## config.mk

```make
export PLATFORM = sky130hd
export DESIGN_NAME = bcd_time_sequencer
export DESIGN_NICKNAME = d
export VERILOG_FILES = /design/src/rtl/bcd_clk_pkg.sv /design/src/rtl/bcd_field_limit.sv /design/src/rtl/bcd_minus1.sv /design/src/rtl/bcd_plus1.sv /design/src/rtl/bcd_time_sequencer.sv
export SDC_FILE = /design/constraint.sdc
export NUM_CORES = 1
export LEC_CHECK = 0
export CORE_ASPECT_RATIO = 1.25
export CORE_MARGIN = 2
export CORE_UTILIZATION = 57
export CTS_BUF_LIST = sky130_fd_sc_hd__clkbuf_8
export CTS_CLUSTER_DIAMETER = 80
export DETAILED_ROUTE_END_ITERATION = 16
export MAX_ROUTING_LAYER = met4
export PLACE_DENSITY_LB_ADDON = 0.25
export RECOVER_POWER = 25
export SYNTH_ARGS = -nofsm -noshare
export SYNTH_HDL_FRONTEND = slang
export SYNTH_HIERARCHICAL = 1
export SYNTH_SLANG_ARGS = --single-unit
export TNS_END_PERCENT = 5
```

## constraint.sdc

```tcl
create_clock -name clk -period 4.5 [get_ports clk]
set_clock_uncertainty 0.05 [all_clocks]
set_input_delay 0.45 -clock clk [delete_from_list [all_inputs] [get_ports clk]]
set_output_delay 0.45 -clock clk [all_outputs]
set_load 0.02 [all_outputs]
```

## src/rtl/bcd_clk_pkg.sv

```systemverilog
// Shared types and constants for the BCD time-of-day sequencer.
// Latency: n/a (declarations only).
// Backpressure: n/a.
package bcd_clk_pkg;

  // Sequencer states: one state per field step, plus the adjust step.
  typedef enum logic [2:0] {
    ST_IDLE = 3'd0,
    ST_SEC  = 3'd1,
    ST_MIN  = 3'd2,
    ST_HOUR = 3'd3,
    ST_ADJ  = 3'd4
  } state_t;

  // adj_sel encodings.
  localparam logic [1:0] SEL_SEC  = 2'd0;
  localparam logic [1:0] SEL_MIN  = 2'd1;
  localparam logic [1:0] SEL_HOUR = 2'd2;
  localparam logic [1:0] SEL_NONE = 2'd3;

  // Packed-BCD limits shared by the seconds and minutes fields.
  localparam logic [7:0] BCD_59 = 8'h59;
  localparam logic [7:0] BCD_00 = 8'h00;

  // An adjust is real only with exactly one direction and a field selected.
  function automatic logic adj_req_valid(input logic inc, input logic dec,
                                         input logic [1:0] sel);
    return (inc ^ dec) && (sel != SEL_NONE);
  endfunction

endpackage

```

## src/rtl/bcd_field_limit.sv

```systemverilog
// Applies a field's wrap limit to the shared +1 / -1 BCD results.
// Latency: combinational.
// Backpressure: none.
module bcd_field_limit
  import bcd_clk_pkg::*;
(
  input  logic [7:0] i_operand,
  input  logic [7:0] i_inc_res,
  input  logic [7:0] i_dec_res,
  input  logic [7:0] i_limit,
  input  logic       i_dec,
  output logic [7:0] o_result,
  output logic       o_wrap
);

  // Increment wraps limit->00, decrement wraps 00->limit; o_wrap flags either.
  always_comb begin
    o_wrap   = 1'b0;
    o_result = i_dec ? i_dec_res : i_inc_res;
    if (i_dec) begin
      if (i_operand == BCD_00) begin
        o_result = i_limit;
        o_wrap   = 1'b1;
      end
    end else begin
      if (i_operand == i_limit) begin
        o_result = BCD_00;
        o_wrap   = 1'b1;
      end
    end
  end

endmodule

```

## src/rtl/bcd_minus1.sv

```systemverilog
// Two-digit packed-BCD decrement, 00 rolls to 99.
// Latency: combinational.
// Backpressure: none.
module bcd_minus1 (
  input  logic [7:0] i_bcd,
  output logic [7:0] o_bcd
);

  // Ones digit borrows from the tens digit at 0.
  always_comb begin
    o_bcd = i_bcd;
    if (i_bcd[3:0] == 4'd0) begin
      o_bcd[3:0] = 4'd9;
      o_bcd[7:4] = (i_bcd[7:4] == 4'd0) ? 4'd9 : (i_bcd[7:4] - 4'd1);
    end else begin
      o_bcd[3:0] = i_bcd[3:0] - 4'd1;
    end
  end

endmodule

```

## src/rtl/bcd_plus1.sv

```systemverilog
// Two-digit packed-BCD increment, 99 rolls to 00.
// Latency: combinational.
// Backpressure: none.
module bcd_plus1 (
  input  logic [7:0] i_bcd,
  output logic [7:0] o_bcd
);

  // Ones digit carries into the tens digit at 9.
  always_comb begin
    o_bcd = i_bcd;
    if (i_bcd[3:0] >= 4'd9) begin
      o_bcd[3:0] = 4'd0;
      o_bcd[7:4] = (i_bcd[7:4] >= 4'd9) ? 4'd0 : (i_bcd[7:4] + 4'd1);
    end else begin
      o_bcd[3:0] = i_bcd[3:0] + 4'd1;
    end
  end

endmodule

```

## src/rtl/bcd_time_sequencer.sv

```systemverilog
// BCD hh:mm:ss keeper stepping one field per cycle through shared +1/-1 logic.
// Latency: tick completes in 2/3/4 edges (0/1/2 carries); adjust in 2 edges.
// Backpressure: one pending tick (overflow flagged) and one pending adjust (extras dropped).
module bcd_time_sequencer
  import bcd_clk_pkg::*;
#(
  parameter logic [7:0] HOUR_MAX = 8'h23
) (
  input  logic       clk,
  input  logic       rst,
  input  logic       tick,
  input  logic       adj_inc,
  input  logic       adj_dec,
  input  logic [1:0] adj_sel,
  output logic [7:0] sec_bcd,
  output logic [7:0] min_bcd,
  output logic [7:0] hour_bcd,
  output logic       busy,
  output logic       hour_wrap,
  output logic       tick_ovr
);

  state_t     r_state;
  state_t     w_state_nxt;

  logic [7:0] r_sec;
  logic [7:0] r_min;
  logic [7:0] r_hour;

  logic       r_hour_wrap;
  logic       r_tick_ovr;
  logic       r_tick_pend;
  logic       r_adj_pend_vld;
  logic       r_adj_pend_dec;
  logic [1:0] r_adj_pend_sel;
  logic       r_act_dec;
  logic [1:0] r_act_sel;

  logic       w_hour_wrap_nxt;
  logic       w_tick_ovr_nxt;
  logic       w_tick_pend_nxt;
  logic       w_adj_pend_vld_nxt;
  logic       w_adj_pend_dec_nxt;
  logic [1:0] w_adj_pend_sel_nxt;
  logic       w_act_dec_nxt;
  logic [1:0] w_act_sel_nxt;

  logic       w_adj_req;
  logic [7:0] w_operand;
  logic [7:0] w_limit;
  logic       w_dir_dec;
  logic [7:0] w_inc_res;
  logic [7:0] w_dec_res;
  logic [7:0] w_result;
  logic       w_wrap;
  logic       w_wr_sec;
  logic       w_wr_min;
  logic       w_wr_hour;

  assign w_adj_req = adj_req_valid(adj_inc, adj_dec, adj_sel);

  // Single shared incrementer and decrementer; the FSM muxes the operand.
  bcd_plus1 u_plus1 (
    .i_bcd (w_operand),
    .o_bcd (w_inc_res)
  );

  bcd_minus1 u_minus1 (
    .i_bcd (w_operand),
    .o_bcd (w_dec_res)
  );

  bcd_field_limit u_limit (
    .i_operand (w_operand),
    .i_inc_res (w_inc_res),
    .i_dec_res (w_dec_res),
    .i_limit   (w_limit),
    .i_dec     (w_dir_dec),
    .o_result  (w_result),
    .o_wrap    (w_wrap)
  );

  // Next state, pending-request bookkeeping and datapath selection.
  always_comb begin
    w_state_nxt        = r_state;
    w_tick_pend_nxt    = r_tick_pend;
    w_tick_ovr_nxt     = r_tick_ovr;
    w_adj_pend_vld_nxt = r_adj_pend_vld;
    w_adj_pend_dec_nxt = r_adj_pend_dec;
    w_adj_pend_sel_nxt = r_adj_pend_sel;
    w_act_dec_nxt      = r_act_dec;
    w_act_sel_nxt      = r_act_sel;
    w_hour_wrap_nxt    = 1'b0;
    w_operand          = r_sec;
    w_limit            = BCD_59;
    w_dir_dec          = 1'b0;
    w_wr_sec           = 1'b0;
    w_wr_min           = 1'b0;
    w_wr_hour          = 1'b0;

    if (r_state == ST_IDLE) begin
      if (tick || r_tick_pend) begin
        // Ticks win; with both a new and a pending tick, one stays queued.
        w_state_nxt     = ST_SEC;
        w_tick_pend_nxt = tick && r_tick_pend;
        if (w_adj_req && !r_adj_pend_vld) begin
          w_adj_pend_vld_nxt = 1'b1;
          w_adj_pend_dec_nxt = adj_dec;
          w_adj_pend_sel_nxt = adj_sel;
        end
      end else if (r_adj_pend_vld) begin
        // Older adjust goes first; a new one refills the freed slot.
        w_state_nxt        = ST_ADJ;
        w_act_dec_nxt      = r_adj_pend_dec;
        w_act_sel_nxt      = r_adj_pend_sel;
        w_adj_pend_vld_nxt = w_adj_req;
        w_adj_pend_dec_nxt = adj_dec;
        w_adj_pend_sel_nxt = adj_sel;
      end else if (w_adj_req) begin
        w_state_nxt   = ST_ADJ;
        w_act_dec_nxt = adj_dec;
        w_act_sel_nxt = adj_sel;
      end
    end else begin
      // Busy: park requests in the one-deep slots.
      if (tick) begin
        if (r_tick_pend) begin
          w_tick_ovr_nxt = 1'b1;
        end else begin
          w_tick_pend_nxt = 1'b1;
        end
      end
      if (w_adj_req && !r_adj_pend_vld) begin
        w_adj_pend_vld_nxt = 1'b1;
        w_adj_pend_dec_nxt = adj_dec;
        w_adj_pend_sel_nxt = adj_sel;
      end
    end

    case (r_state)
      ST_IDLE: begin
      end
      ST_SEC: begin
        w_operand   = r_sec;
        w_wr_sec    = 1'b1;
        w_state_nxt = w_wrap ? ST_MIN : ST_IDLE;
      end
      ST_MIN: begin
        w_operand   = r_min;
        w_wr_min    = 1'b1;
        w_state_nxt = w_wrap ? ST_HOUR : ST_IDLE;
      end
      ST_HOUR: begin
        w_operand       = r_hour;
        w_limit         = HOUR_MAX;
        w_wr_hour       = 1'b1;
        w_hour_wrap_nxt = w_wrap;
        w_state_nxt     = ST_IDLE;
      end
      ST_ADJ: begin
        // Adjust touches only the latched field; its wrap is not a carry.
        w_dir_dec   = r_act_dec;
        w_state_nxt = ST_IDLE;
        case (r_act_sel)
          SEL_SEC: begin
            w_operand = r_sec;
            w_wr_sec  = 1'b1;
          end
          SEL_MIN: begin
            w_operand = r_min;
            w_wr_min  = 1'b1;
          end
          SEL_HOUR: begin
            w_operand = r_hour;
            w_limit   = HOUR_MAX;
            w_wr_hour = 1'b1;
          end
          default: begin
          end
        endcase
      end
      default: begin
        w_state_nxt = ST_IDLE;
      end
    endcase
  end

  // State register; reset abandons any carry chain in flight.
  always_ff @(posedge clk or posedge rst) begin
    if (rst) begin
      r_state <= ST_IDLE;
    end else begin
      r_state <= w_state_nxt;
    end
  end

  // Time fields, written one per cycle from the shared result.
  always_ff @(posedge clk or posedge rst) begin
    if (rst) begin
      r_sec  <= BCD_00;
      r_min  <= BCD_00;
      r_hour <= BCD_00;
    end else begin
      if (w_wr_sec)  r_sec  <= w_result;
      if (w_wr_min)  r_min  <= w_result;
      if (w_wr_hour) r_hour <= w_result;
    end
  end

  // Status flags and the pending tick / adjust slots.
  always_ff @(posedge clk or posedge rst) begin
    if (rst) begin
      r_hour_wrap    <= 1'b0;
      r_tick_ovr     <= 1'b0;
      r_tick_pend    <= 1'b0;
      r_adj_pend_vld <= 1'b0;
      r_adj_pend_dec <= 1'b0;
      r_adj_pend_sel <= SEL_NONE;
      r_act_dec      <= 1'b0;
      r_act_sel      <= SEL_NONE;
    end else begin
      r_hour_wrap    <= w_hour_wrap_nxt;
      r_tick_ovr     <= w_tick_ovr_nxt;
      r_tick_pend    <= w_tick_pend_nxt;
      r_adj_pend_vld <= w_adj_pend_vld_nxt;
      r_adj_pend_dec <= w_adj_pend_dec_nxt;
      r_adj_pend_sel <= w_adj_pend_sel_nxt;
      r_act_dec      <= w_act_dec_nxt;
      r_act_sel      <= w_act_sel_nxt;
    end
  end

  assign sec_bcd   = r_sec;
  assign min_bcd   = r_min;
  assign hour_bcd  = r_hour;
  assign busy      = (r_state != ST_IDLE);
  assign hour_wrap = r_hour_wrap;
  assign tick_ovr  = r_tick_ovr;

endmodule
```

# --- Yosys cells after proc, flatten, opt, wreduce, memory -nomap -nowiden ---
# Index checks and enable logic that the tools add are counted.
totals:
  register_bits: 37
  output_inout_bits: 27
  elab_cells: 98
classes:
  n_addsub: 4
  n_lt_le_gt_ge: 2
  n_eq_ne: 11
  muxes: 50
  bitwise: 3
  n_reduce_logical: 16
ops:
  columns: ["op", "count"]
  rows:
  - ["2-to-1 mux 8 bit", 4]
  - ["2-to-1 mux 4 bit", 6]
  - ["one-hot mux 8 bit (3 select lines)", 1]
  - ["2-to-1 mux 1 bit", 21]
  - ["2-to-1 mux 2 bit", 8]
  - ["one-hot mux 8 bit (2 select lines)", 1]
  - ["one-hot mux 7 bit (2 select lines)", 1]
  - ["2-to-1 mux 3 bit", 3]
  - ["one-hot mux 3 bit (3 select lines)", 1]
  - ["adder 4 x 1 -> 4 bit, second input constant", 2]
  - ["equality test 8 x 7 -> 1 bit", 1]
  - [">= comparator 4 bit, second input constant", 2]
  - ["zero test 4 bit", 2]
  - ["zero test 8 bit", 1]
  - ["subtractor 4 x 1 -> 4 bit, second input constant", 2]
  - ["2-to-1 mux 7 bit", 1]
  - ["equality test 3 x 2 -> 1 bit, second input constant", 2]
  - ["one-hot mux 1 bit (2 select lines)", 3]
  - ["AND reduction 3 bit", 2]
  - ["!= test 4 x 3 -> 1 bit, second input constant", 1]
  - ["nonzero test 2 bit", 2]
  - ["equality test 3 x 1 -> 1 bit, second input constant", 1]
  - ["equality test 3 bit, second input constant", 1]
  - ["logical AND 1 bit", 3]
  - ["other kinds (13)", 14]

# --- Depth between registers and ports, before layout ---
# Gate-level depths: netlist of run 1.
logic_depth:
  ltp_word: 9
  depth_mapped: 12

# --- By module ---
# Netlist of run 1, hierarchy kept.
by_module_without_submodules:
  columns: ["module", "n_inst", "cells_each", "area_per_inst_um2"]
  rows:
  - ["bcd_time_sequencer", 1, 159, 1928.1]
  - ["bcd_field_limit", 1, 33, 271.5]
  - ["bcd_plus1", 1, 35, 239.0]
  - ["bcd_minus1", 1, 21, 155.1]

# --- Least setup slack after synthesis of run 1 ---
# Ideal clock, no wire load.
synth_timing:
  path_kind: "register -> register"
  from: "register r_state[1]"
  to: "register r_sec[7] (netlist: sec_bcd[7])"
  setup_time_ps: 125
  t_arrival_ps: 3045
  path_slack_ps: 1280
  path_stages_with_launch: 12
  n_path_buf: 1
  path_cell_list: "dfrtp_1 > buf_2 > nor3b_1 > nand2_1 > o221ai_1 > inv_1 > ha_1 > or3b_4 > a31oi_1 > a21oi_1 > o2bb2ai_1 > mux2_2"
synth_via:
  word_cells_on_any_way: 24
  classes_between: "add/sub: 2; order compare: 2; eq/ne: 5; mux: 12; reduce/logical: 3"
synth_lines:
  columns: ["item", "line_no", "source"]
  rows:
  - ["start, declared", "bcd_time_sequencer.sv:23", "state_t r_state;"]
  - ["start signal, assigned", "bcd_time_sequencer.sv:193", "r_state <= w_state_nxt;"]
  - ["equality test 3 bit / equality test 3 x 2 -> 1 bit (equally long branches)", "bcd_time_sequencer.sv:140", "case (r_state)"]
  - ["one-hot mux 8 bit (3 select lines) (*)", "bcd_time_sequencer.sv:140", null]
  - ["net w_operand[1]", "bcd_time_sequencer.sv:49", "logic [7:0] w_operand;"]
  - [">= comparator 4 bit (*)", "bcd_plus1.sv:12", "if (i_bcd[3:0] >= 4'd9) begin"]
  - ["2-to-1 mux 4 bit (*)", "bcd_plus1.sv:12", null]
  - ["net w_inc_res[7]", "bcd_time_sequencer.sv:52", "logic [7:0] w_inc_res;"]
  - ["2-to-1 mux 8 bit (*)", "bcd_field_limit.sv:19", "o_result = i_dec ? i_dec_res : i_inc_res;"]
  - ["2-to-1 mux 8 bit (on tied branches)", "bcd_field_limit.sv:26, bcd_field_limit.sv:21", null]
  - ["2-to-1 mux 8 bit (*)", "bcd_field_limit.sv:20", "if (i_dec) begin"]
  - ["net w_result[7]", "bcd_time_sequencer.sv:54", "logic [7:0] w_result;"]
  - ["end signal, assigned", "bcd_time_sequencer.sv:204", "if (w_wr_sec) r_sec <= w_result;"]
  - ["end, declared", "bcd_time_sequencer.sv:26", "logic [7:0] r_sec;"]
# The timed path passes the listed nets; every way through them passes the cells marked *.
# A chain may end at the register's enable or synchronous reset.

# --- Final worst setup path of run 1 ---
layout_timing:
  from: "register r_state[2]"
  to: "register r_sec[6] (netlist: sec_bcd[6])"
# Same word-level chain as after synthesis.

==> results of run 1 <==
==> routing by layer <==
layer / vias up / part of all wire
met1: 1011 / 0.42
li1: 986 / -
met3: 14 / 0.042
met2: 59 / 0.51
met5: - / 0
met4: 0 / 0.024
==> layout by cell type (no fill, tap or decap), types with 2 or more instances in the layout <==
cell type        instances
nor3_4                   2
o221ai_1                 8
and2_1                   2
nor3_1                   4
a21oi_1                  4
inv_1                   15
a21oi_2                  2
clkdlybuf4s50_1         32
nand2_1                 15
o2bb2ai_1                9
a22oi_1                 11
dfstp_2                  4
o21ai_0                  6
maj3_1                   2
ha_1                     9
nor2_1                   8
mux2i_1                 23
buf_4                    3
nor4_1                   4
dfrtp_1                 33
nor2b_1                  4
nor3b_1                  2
xor2_1                  10
conb_1                   6
o31ai_1                  2
xnor2_1                  4
nand3_1                  4
nand3b_1                 2
clkbuf_8                 6
mux2_2                  27
nand2b_1                 3
==> logic make-up (layout without fill, tap and decap cells) <==
group,after synthesis,count (layout),share of synthesized area
fa+ha+maj,11,11,0.0511
compound gates,51,51,0.155
simple gates,56,56,0.127
mux,52,52,0.216
xor+xnor,14,14,0.0473
flops,37,37,0.359
buf+inv,25,62,0.0420
other cells,2,6,0.00290
==> power groups by stage <==
stage	Clock (mW)	Sequential [mW]	Combinational [mW]
after global routing	0.322	0.654	1.54
after global placement	0	0.641	1.38
final	0.303	0.638	1.40
after CTS	0.304	0.638	1.40
after floorplan	0	0.698	0.923
after detailed placement	0	0.642	1.39
==> metrics by stage <==
step | util | total power [mW] | cells | instance area (µm²)
3_3_place_gp | 0.682 | 2.02 | 339 | 3000
5_1_grt | 0.709 | 2.51 | 347 | 3110
3_5_place_dp | 0.682 | 2.04 | 339 | 3000
4_1_cts | 0.710 | 2.35 | 347 | 3120
6_report | 0.709 | 2.35 | 347 | 3110
2_1_floorplan | - | 1.62 | 252 | 2610
==> flip-flops by register name (all words and copies together) (netlist names) <==
| signal | flops |
|---|---|
| sec_bcd | 8 |
| r_tick_pend | 1 |
| hour_bcd | 8 |
| r_act_sel | 2 |
| tick_ovr | 1 |
| r_adj_pend_vld | 1 |
| r_act_dec | 1 |
| hour_wrap | 1 |
| min_bcd | 8 |
| r_adj_pend_dec | 1 |
| r_adj_pend_sel | 2 |
| r_state | 3 |
==> worst max-delay path, delay by kind of cell (launching register included) <==
| family | cells | cell delay, ps |
|---|---|---|
| AO/OA/AOI/OAI | 3 | 1550 |
| adder cells (fa/ha/maj) | 1 | 250 |
| buffers and inverters | 1 | 110 |
| flip-flops | 1 | 530 |
| multiplexers | 1 | 220 |
| AND/OR/NAND/NOR | 4 | 1060 |
==> path summary, 6_finish.rpt <==
check	cells after the start	from	end
setup / recovery	10	r_state[2]	sec_bcd[6]
hold / removal	1	tick_ovr	tick_ovr
setup reg to reg	10	r_state[2]	sec_bcd[6]
hold reg to reg	1	tick_ovr	tick_ovr
max in group asynchronous	3	rst	min_bcd[1]
min in group asynchronous	3	rst	min_bcd[5]
==> area by class of cell <==
cell class	count	area, µm²	share of cell area
Tap cell	58	72.6	0.0233
Clock inverter	2	37.5	0.0121
Inverter	17	63.8	0.0205
Clock buffer	6	82.6	0.0265
Sequential cell	37	931	0.299
Timing Repair Buffer	37	357	0.115
Multi-Input combinational cell	190	1570	0.504
==> results.py, run 1 <==
metrics = {
    "pwr": {
        "vdd_drop_max_v": 0.000424,
        "p_sw_mw": 1.02,
        "power_density_mw_per_mm2": 753,
        "intPower_mw": 1.33,
        "switching_share": 0.433,
        "p_seq_frac": 0.272,
        "clock_power_share": 0.129,
        "power_frac_comb": 0.599,
        "p_leak_nw": 1.36,
    },
    "sta": {
        "setup_viol_count_final": 0,
        "worst_pin_slew_ps": 1900,
        "fmax_mhz": 261,
        "post-route-period-util": 0.853,
        "slew_violations": 38,
        "setup_tns_ps": 0,
        "rsz0062_at_grt": "no",
        "relSlewSlack": -0.264,
        "hold_viol": 0,
        "fin_crit_ps": 3840,
        "holdWs_ps": 436,
        "setup_ws_ps": 662,
    },
    "synth": {
        "yosys.area.top_type": "dfrtp_1",
        "syn_area_mm2": 0.00259,
        "ys_async_sr_fraction": 1.00,
        "synth_edf_count": 0,
        "yosysMostFrequentCell": "dfrtp_1",
        "syn_area_per_cell_um2": 10.5,
        "synth_area_leaders": "dfrtp_1 32%, mux2_2 12%, mux2i_1 8.9%, ha_1 4.3%, dfstp_2 4.1%",
        "yosysWarnings": 6,
        "syn_inst": 248,
        "ys_seq_area_frac": 0.359,
        "yosys.area.top_type_share": 0.318,
        "netlist_top_cells_count": "33 x dfrtp_1, 27 x mux2_2, 23 x mux2i_1",
        "ys_ff_latch": 37,
        "synthFlopType": "dfrtp_1",
        "yosys.cell_types.count": 52,
    },
    "floorplanning": {
        "die_y_um": 79.4,
        "die_x_um": 64.3,
        "rows": 27,
        "dieArea_mm2": 0.00511,
        "core_area_mm2": 0.00439,
        "io_pins": 34,
        "initial_core_util": 0.591,
    },
    "setup_path": {
        "cp.arrival_ps": 4020,
        "cp-start-kind": "register",
        "crit_top_cell": "nand2_1",
        "crit_path_max_fanout": 12,
        "cp_slowest_cell": "o221ai_1",
        "path_class": "register to register",
        "crit_path_end_kind": "register",
        "cp_data_required_time_ps": 4680,
        "critical_path.cell_chain": "nor3b_1, nand2_1, o221ai_1, inv_1, ha_1, or3b_4, nand2_1, o41ai_2, o2bb2ai_1, mux2_2",
        "r2r_slack_ps": 660,
        "max_stage_delay_ps": 910,
    },
    "global_routing": {
        "grt_pass1_vias": 2002,
        "grt_pass1_wl_mm": 9.42,
        "busiest_layer": "met2",
        "gr-usage-all-layers": 0.246,
        "grt_use_met2": 0.408,
        "use_met3": 0.0451,
        "grt_util_met1": 0.297,
        "grt_max_degree": 38,
        "antenna_found_initial": 0,
        "overflow": 0,
    },
    "clock_tree": {
        "clock_sink_count": 37,
        "clkLatencyLatePin_ps": 290,
        "root_buffer": "clkbuf_8",
        "cts.htree.levels": 2,
        "cts_buffers": 5,
        "cts_tree": "yes",
        "post-cts-setup-buffer-count": 0,
        "post_cts_resized": 0,
        "clockBufferDepth": 2,
        "postCtsHoldBufs": 0,
        "clkTransAtPathRegs_ps": 70,
    },
    "job": {
        "drv_cap": 1,
    },
    "route": {
        "drc_errors": 0,
        "routedWlPerCell_um": 16.2,
        "routed_via_density": 5.97,
        "routed_wl_mm": 5.62,
        "vias": 2070,
        "drtPass1Iterations": 4,
        "drt_iter0_drc": 161,
        "ant_nets": 0,
    },
    "layout": {
        "syn_to_final_growth_pct": 20.0,
        "n_fill_cell": 315,
        "drive_above_1_share": 0.194,
        "diodes": 0,
        "nets": 304,
    },
    "placed_design": {
        "io_buffers": 33,
        "hpwl_mm": 4.22,
        "pre_cts_ws_ps": 747,
        "place_congestion": 0.941,
    },
    "worst_hold_path": {
        "hold_path_class": "register to register",
    },
    "outcome": {
        "status": "finished with violations",
        "violations": "capacitance limit, slew limit",
    },
}
Power figures use the tool's default switching activity.
==> inputs of run 2 (changes only) <==
--- a/config.mk
+++ b/config.mk
@@ -7,10 +7,11 @@
 export LEC_CHECK = 0
 export CORE_ASPECT_RATIO = 1.25
 export CORE_MARGIN = 2
-export CORE_UTILIZATION = 57
+export CORE_UTILIZATION = 52
 export CTS_BUF_LIST = sky130_fd_sc_hd__clkbuf_8
 export CTS_CLUSTER_DIAMETER = 80
 export DETAILED_ROUTE_END_ITERATION = 16
+export GPL_ROUTABILITY_DRIVEN = 1
 export MAX_ROUTING_LAYER = met4
 export PLACE_DENSITY_LB_ADDON = 0.25
 export RECOVER_POWER = 25
==> constraint.sdc (replaced) <==
create_clock -name clk -period 3.2 [get_ports clk]
set_clock_uncertainty 0.05 [all_clocks]
set_input_delay 0.32 -clock clk [delete_from_list [all_inputs] [get_ports clk]]
set_output_delay 0.32 -clock clk [all_outputs]
set_load 0.02 [all_outputs]
==> run 2 against run 1 <==
- the flow still finishes with violations (capacitance limit, slew limit)
- final area is 6.4% higher
- worst setup slack got worse by 580 ps
- sequential share of layout area down 1.8 points
- routed wire length rose by 14%
- register-to-register slack worse by 580 ps
- worst hold slack better by 6.1 ps
- clock-buffer cell count shrank 1
- maximum frequency up 23%
==> results.py, run 2 (synthesized netlist as in run 1, its figures left out) <==
metrics = {
    "sta": {
        "hold_viol": 0,
        "relSlewSlack": -0.324,
        "slew_violations": 38,
        "holdWs_ps": 442,
        "setup_ws_ps": 84.9,
        "fmax_mhz": 321,
        "post-route-period-util": 0.973,
        "worst_pin_slew_ps": 1990,
        "fin_crit_ps": 3120,
        "rsz0062_at_grt": "yes",
        "setup_viol_count_final": 0,
    },
    "global_routing": {
        "grt_max_degree": 38,
        "grt_pass1_wl_mm": 10.4,
        "gr-usage-all-layers": 0.251,
        "antenna_found_initial": 0,
        "grt_pass1_vias": 2179,
        "overflow": 0,
    },
    "setup_path": {
        "r2r_cells": 13,
        "r2r_start": "r_act_sel[0]",
        "crit_path_end_kind": "register",
        "cp.arrival_ps": 3210,
        "cp-start-kind": "register",
        "crit_path_max_fanout": 8,
        "path_class": "register to register",
        "worstReg2RegEnd": "r_state[0]",
        "r2r_slack_ps": 80,
        "cp_data_required_time_ps": 3300,
    },
    "clock_tree": {
        "clock_sink_count": 37,
        "cts_tree": "yes",
        "root_buffer": "clkbuf_8",
        "clkTransAtPathRegs_ps": 70,
        "cts_buffers": 5,
        "clockBufferDepth": 2,
        "cts.htree.levels": 2,
        "clkLatencyLatePin_ps": 290,
    },
    "floorplanning": {
        "rows": 28,
        "die_x_um": 67.2,
        "die_y_um": 83.0,
        "core_area_mm2": 0.00476,
        "dieArea_mm2": 0.00557,
        "initial_core_util": 0.544,
        "io_pins": 34,
    },
    "placed_design": {
        "pre_cts_ws_ps": -8.99,
        "io_buffers": 33,
        "place_congestion": 0.869,
        "hpwl_mm": 4.79,
    },
    "route": {
        "wl_met1_mm": 2.64,
        "routed_via_density": 5.79,
        "routed_wl_mm": 6.39,
        "top_layer": "met4",
        "ant_nets": 0,
        "drt_iter0_drc": 162,
        "drc_errors": 0,
        "vias": 2141,
        "drtPass1Iterations": 5,
        "met3WireLength_um": 195,
        "wl_met2_mm": 3.46,
        "routedWlPerCell_um": 17.3,
    },
    "pwr": {
        "p_leak_nw": 1.47,
        "vdd_drop_max_v": 0.000593,
        "power_density_mw_per_mm2": 1040,
    },
    "layout": {
        "drive_above_1_share": 0.274,
        "post-route-util": 0.695,
        "syn_to_final_growth_pct": 27.7,
        "final_cell_mix": "33 x dfrtp_1, 32 x clkdlybuf4s50_1, 27 x mux2_2, 23 x mux2i_1, 23 x buf_4",
        "mostFrequentLayoutCell": "dfrtp_1",
        "diodes": 0,
        "nets": 325,
    },
    "worst_hold_path": {
        "hold_depth": 1,
        "min_from": "tick_ovr",
        "hold_path_class": "register to register",
        "min_to": "tick_ovr",
    },
    "job": {
        "drv_cap": 1,
    },
    "outcome": {
        "status": "finished with violations",
        "violations": "capacitance limit, slew limit",
    },
}
==> run 2: cell type report <==
class,count,area [µm²]
timing repair buffer,58,518
sequential,37,931
multi-input combinational,190,1640
tap,60,75.1
clock inverter,3,13.8
fill,396,1450
clock buffer,5,68.8
inverter,17,63.8
==> run 2: worst max-delay path by stage <==
stage | startpoint | end | slack (ps) | cells after the start
4_1_cts | r_act_sel[0] | sec_bcd[5] | 30 | 13
3_5_place_dp | r_act_sel[0] | sec_bcd[6] | -9 | 11
2_1_floorplan | r_state[1] | sec_bcd[5] | 40 | 11
5_1_grt | r_act_sel[0] | sec_bcd[5] | -40 | 13
3_3_place_gp | r_act_sel[0] | sec_bcd[6] | 40 | 12
6_report | r_act_sel[0] | r_state[0] | 80 | 13
==> run 2: per-layer routing <==
metal,GRT usage,up-vias
met5,-,-
met4,0.0761,0
met3,0.0447,9
met2,0.416,47
met1,0.307,1056
li1,-,1029
==> run 2: timing repair <==
item	CTS	global route
hold buffers	0	0
resized for setup	4	6
setup buffers	0	0
endpoints found under the setup margin	4	25
==> run 2: critical path, cell delays in order, from the launching register on <==
cell and delay [ps]:
dfstp_2 530, inv_1 60, ha_1 330, nand2_1 140
buf_6 170, o221ai_2 140, buf_4 220, xor2_1 160
nor4_1 270, buf_4 160, nand3_1 60, o21ai_0 100
inv_1 90, a2111oi_0 480
==> run 2: power breakdown <==
part           total (mW)  switching, mW  internal (mW)
registers           0.885          0.202          0.683
logic                2.24           1.17           1.07
clock network       0.314          0.166          0.148
==> run 2: metrics by stage <==
step / cell area (µm²) / setup TNS, ps / std cells / power [mW]
3_5_place_dp: 3170 / -9.13 / 362 / 3.04
3_3_place_gp: 3170 / 0 / 362 / 2.98
4_1_cts: 3270 / 0 / 370 / 3.38
6_report: 3310 / 0 / 370 / 3.44
2_1_floorplan: 2620 / 0 / 252 / 2.29
5_1_grt: 3310 / -218 / 370 / 3.68
